**src/rtl/t_toggle_decoder.sv**
```systemverilog
// Recovers T-flop events from a slow toggling level: sync, debounce, one-cycle pulses, saturating count.
// Latency SYNC_STAGES+STABLE_CYCLES edges from q_in change to pulse; no backpressure, pulses are fire-and-forget.
module t_toggle_decoder #(
   parameter int SYNC_STAGES   = 2,
   parameter int STABLE_CYCLES = 1000,
   parameter int CNT_WIDTH     = 8
) (
   input  logic                 clk,
   input  logic                 rst,
   input  logic                 q_in,
   input  logic                 clr_cnt,
   output logic                 level_out,
   output logic                 t_pulse,
   output logic                 rise_pulse,
   output logic                 fall_pulse,
   output logic [CNT_WIDTH-1:0] event_cnt,
   output logic                 cnt_sat
);

   localparam int TW = $clog2(STABLE_CYCLES + 1);
   localparam logic [TW-1:0] TIMER_MAX = TW'(STABLE_CYCLES);

   typedef enum logic {
      ST_STABLE,
      ST_CONFIRM
   } state_t;

   logic [SYNC_STAGES-1:0] sync_q;
   logic                   q_s;
   state_t                 state;
   logic [TW-1:0]          timer;

   assign q_s = sync_q[SYNC_STAGES-1];

   always_ff @(posedge clk or posedge rst) begin
      if (rst) begin
         sync_q <= '0;
      end else begin
         sync_q <= {sync_q[SYNC_STAGES-2:0], q_in};
      end
   end

   // A change is accepted only after STABLE_CYCLES+1 consecutive differing samples.
   always_ff @(posedge clk or posedge rst) begin
      if (rst) begin
         state      <= ST_STABLE;
         timer      <= '0;
         level_out  <= 1'b0;
         t_pulse    <= 1'b0;
         rise_pulse <= 1'b0;
         fall_pulse <= 1'b0;
      end else begin
         t_pulse    <= 1'b0;
         rise_pulse <= 1'b0;
         fall_pulse <= 1'b0;
         case (state)
            ST_STABLE: begin
               if (q_s != level_out) begin
                  state <= ST_CONFIRM;
                  timer <= TW'(1);
               end else begin
                  timer <= '0;
               end
            end
            ST_CONFIRM: begin
               if (q_s == level_out) begin
                  state <= ST_STABLE;
                  timer <= '0;
               end else if (timer == TIMER_MAX) begin
                  level_out  <= q_s;
                  t_pulse    <= 1'b1;
                  rise_pulse <= q_s;
                  fall_pulse <= ~q_s;
                  state      <= ST_STABLE;
                  timer      <= '0;
               end else begin
                  timer <= timer + TW'(1);
               end
            end
            default: begin
               state <= ST_STABLE;
               timer <= '0;
            end
         endcase
      end
   end

   // A clear that lands on a pulse cycle still counts that event.
   always_ff @(posedge clk or posedge rst) begin
      if (rst) begin
         event_cnt <= '0;
         cnt_sat   <= 1'b0;
      end else if (clr_cnt) begin
         event_cnt <= t_pulse ? CNT_WIDTH'(1) : '0;
         cnt_sat   <= 1'b0;
      end else if (t_pulse) begin
         if (event_cnt == {CNT_WIDTH{1'b1}}) begin
            cnt_sat <= 1'b1;
         end else begin
            event_cnt <= event_cnt + CNT_WIDTH'(1);
         end
      end
   end

endmodule

```
**config.mk**
```make
export PLATFORM = sky130hd
export DESIGN_NAME = t_toggle_decoder
export DESIGN_NICKNAME = d
export VERILOG_FILES = /design/src/rtl/t_toggle_decoder.sv
export SDC_FILE = /design/constraint.sdc
export NUM_CORES = 1
export LEC_CHECK = 0
export ABC_AREA = 0
export BUFFER_PORTS_ARGS = -buffer_cell sky130_fd_sc_hd__buf_2
export CAP_MARGIN = 30
export CORE_UTILIZATION = 59
export DETAILED_ROUTE_END_ITERATION = 16
export PLACE_DENSITY = 0.82
export SLEW_MARGIN = 20
export SYNTH_ARGS = -nofsm -noshare
export SYNTH_HDL_FRONTEND = slang
export SYNTH_SLANG_ARGS = --single-unit
```
**constraint.sdc**
```tcl
create_clock -name clk -period 4.1 [get_ports clk]
set_input_delay 0.82 -clock clk [delete_from_list [all_inputs] [get_ports clk]]
set_output_delay 0.82 -clock clk [all_outputs]
set_load 0.02 [all_outputs]
```
==> results.py <==
metrics = {
    "outcome": {
        "status": "completed",
    },
    "layout": {
        "area_growth_pct": 13.2,
        "multi_input_area_um2": 573,
        "fillers": 139,
        "mostFrequentLayoutCell": "dfrtp_1",
        "antenna_cells": 0,
        "nets": 149,
        "seq_area_um2": 651,
        "drive_above_1_share": 0.213,
        "layout_common_cells": "dfrtp_1, nor2_1, buf_2",
    },
    "sta": {
        "fin_hold_ws_ns": 0.377,
        "hold_violations": 0,
        "fin_skew_ns": 0.00136,
        "finalSetupViolations": 0,
        "maxSlewHeadroom": 0.746,
        "rsz0062_at_grt": "no",
        "max_freq_mhz": 540,
        "tightest_slew_ns": 0.378,
        "layout_setup_ws_ns": 2.25,
        "min_period_ns": 1.85,
        "setup_tns_ns": 0,
        "post-route-period-util": 0.452,
        "slew_viol_final": 0,
    },
    "job": {
        "cap_violations": 0,
    },
    "worst_setup_path": {
        "crit_required_ns": 3.28,
        "reg2reg_to": "level_out",
        "crit_path_max_fanout": 9,
        "startpoint_type": "flip-flop",
        "crit_chain": "buf_2",
        "cpPeakStageDelay_ns": 0.49,
        "rr_worst_depth": 6,
        "crit_type": "flip-flop to output pin",
        "cp_data_arrival_time_ns": 1.03,
        "slowest_stage": "dfrtp_1",
        "crit_family": "flip-flops",
        "critPathCaptureType": "output pin",
        "rrSetupSlack_ns": 2.44,
        "crit_buf_inv": 1,
        "r2r_start": "timer[0]",
        "cp-startpoint": "t_pulse",
    },
    "clock_tree": {
        "htreeDepth": 1,
        "postCtsSetupRepairBufs": 0,
        "cts_tree": "built",
        "cts.sinks": 26,
        "ctsResizeCount": 0,
        "cts.path.max_buffers": 2,
        "holdBufCountCts": 0,
        "numCtsBuffers": 3,
        "clock_latency_ns": 0.32,
        "cts_root_buf": "clkbuf_4",
        "clk_pin_slew_ns": 0.13,
    },
    "routing": {
        "drc": 0,
        "postRouteWirelength_um": 2270,
        "ant_nets": 0,
        "routed_via_density": 5.45,
        "num_vias": 916,
        "wire_per_inst_um": 13.5,
        "drtPass1Iterations": 4,
        "drtIter0Drc": 25,
    },
    "yosys": {
        "syn_area_um2": 1260,
        "yosysSeqAreaShare": 0.516,
        "synth_nets": 129,
        "ys_warn_count": 0,
        "postSynthCellCount": 122,
        "ys_ff_latch": 26,
        "synthTopCellsByArea": "dfrtp_1, nor2_1, xor2_1",
        "synth_top_cell_by_area": "dfrtp_1",
        "yosys.area.top_type_share": 0.516,
        "syn_area_per_cell_um2": 10.3,
        "ys_types": 37,
    },
    "power": {
        "power.leakage_nw": 0.667,
        "p_per_area_nw_per_um2": 287,
        "irDropWorstVdd_mv": 0.278,
    },
    "global_routing": {
        "antenna_found_initial": 0,
        "gr-total-overflow": 0,
        "grt_pass1_vias": 781,
        "grt_max_degree": 27,
        "grt_pass1_wl_um": 3310,
        "grt_usage": 0.217,
    },
    "min_path": {
        "min_from": "sync_q[0]",
        "hold_end": "sync_q[1]",
        "min_path_cells": 0,
        "hp-class": "flip-flop to flip-flop",
    },
    "placed_design": {
        "pre_cts_slack_ns": 2.43,
        "dpl.hpwl_um": 1690,
        "portBuffers": 16,
        "gp_congestion": 0.831,
    },
    "floorplan": {
        "start_util": 0.636,
        "ioPinCount": 17,
        "die_h_um": 48.2,
        "fp.dieW_um": 48.2,
        "num_rows": 16,
        "fp.coreArea_um2": 1980,
        "die-area_um2": 2330,
    },
}
[report_power, final]
| part | switching [W] | internal, W |
|---|---|---|
| sequential | 0.00000351 | 0.000259 |
| clock | 0.0000736 | 0.0000544 |
| combinational | 0.0000118 | 0.00000730 |
[synth_stat cells, drive strengths merged]
cell	number
inv	7
dfrtp	26
o211ai	1
o221a	1
buf	2
or3	1
mux2i	2
a21boi	1
o311ai	1
a41oi	1
nand2b	3
nor2	19
a211oi	3
nand2	8
xor2	5
and3	3
and2	2
nand4	4
a21oi	4
nor4	1
o21a	1
a31oi	1
ha	3
nor2b	2
nand3b	3
o21ai	1
nand3	6
mux2	1
o21bai	1
xnor2	4
nor3	4
[metrics by stage]
stage	cells	power (W)	area, um2	utilization
final	168	0.000410	1430	0.720
after detailed placement	163	0.000283	1360	0.688
after global routing	168	0.000426	1430	0.720
after global placement	163	0.000282	1360	0.688
after floorplan	122	0.000278	1260	-
after CTS	167	0.000411	1400	0.706
[routing by layer]
layer | wire [um] | GRT usage
met3 | 49 | 0.0370
met4 | 31 | 0.111
met5 | 0 | 0
met2 | 1200 | 0.397
met1 | 989 | 0.238
[flip-flops by register name, indices dropped and copies added, names as in the netlist]
| register | cells |
|---|---|
| sync_q | 2 |
| cnt_sat | 1 |
| level_out | 1 |
| rise_pulse | 1 |
| event_cnt | 8 |
| timer | 10 |
| t_pulse | 1 |
| state | 1 |
| fall_pulse | 1 |
[logic make-up after synthesis]
family | synth area share
muxes | 0.0278
adders and majority gates | 0.0298
and+or+nand+nor | 0.245
AOI/OAI and AO/OA | 0.0893
buffers and inverters | 0.0298
xor gates and xnor gates | 0.0625
DFF | 0.516
[layout make-up]
type	instances	area share
sequential	26	0.456
multi-input combinational	87	0.401
timing repair buffer	17	0.0754
clock buffer	4	0.0254
tap	27	0.0237
inverter	7	0.0184
[how the worst max path moves through the flow]
stage / to / slack (ns) / depth (start not counted)
floorplan: event_cnt[1] / 2.63 / 5
global placement: event_cnt[3] / 2.45 / 2
detailed placement: event_cnt[5] / 2.43 / 2
CTS: t_pulse / 2.24 / 1
global route: t_pulse / 2.16 / 1
finish: t_pulse / 2.25 / 1
(Power assumes the default switching activity.)
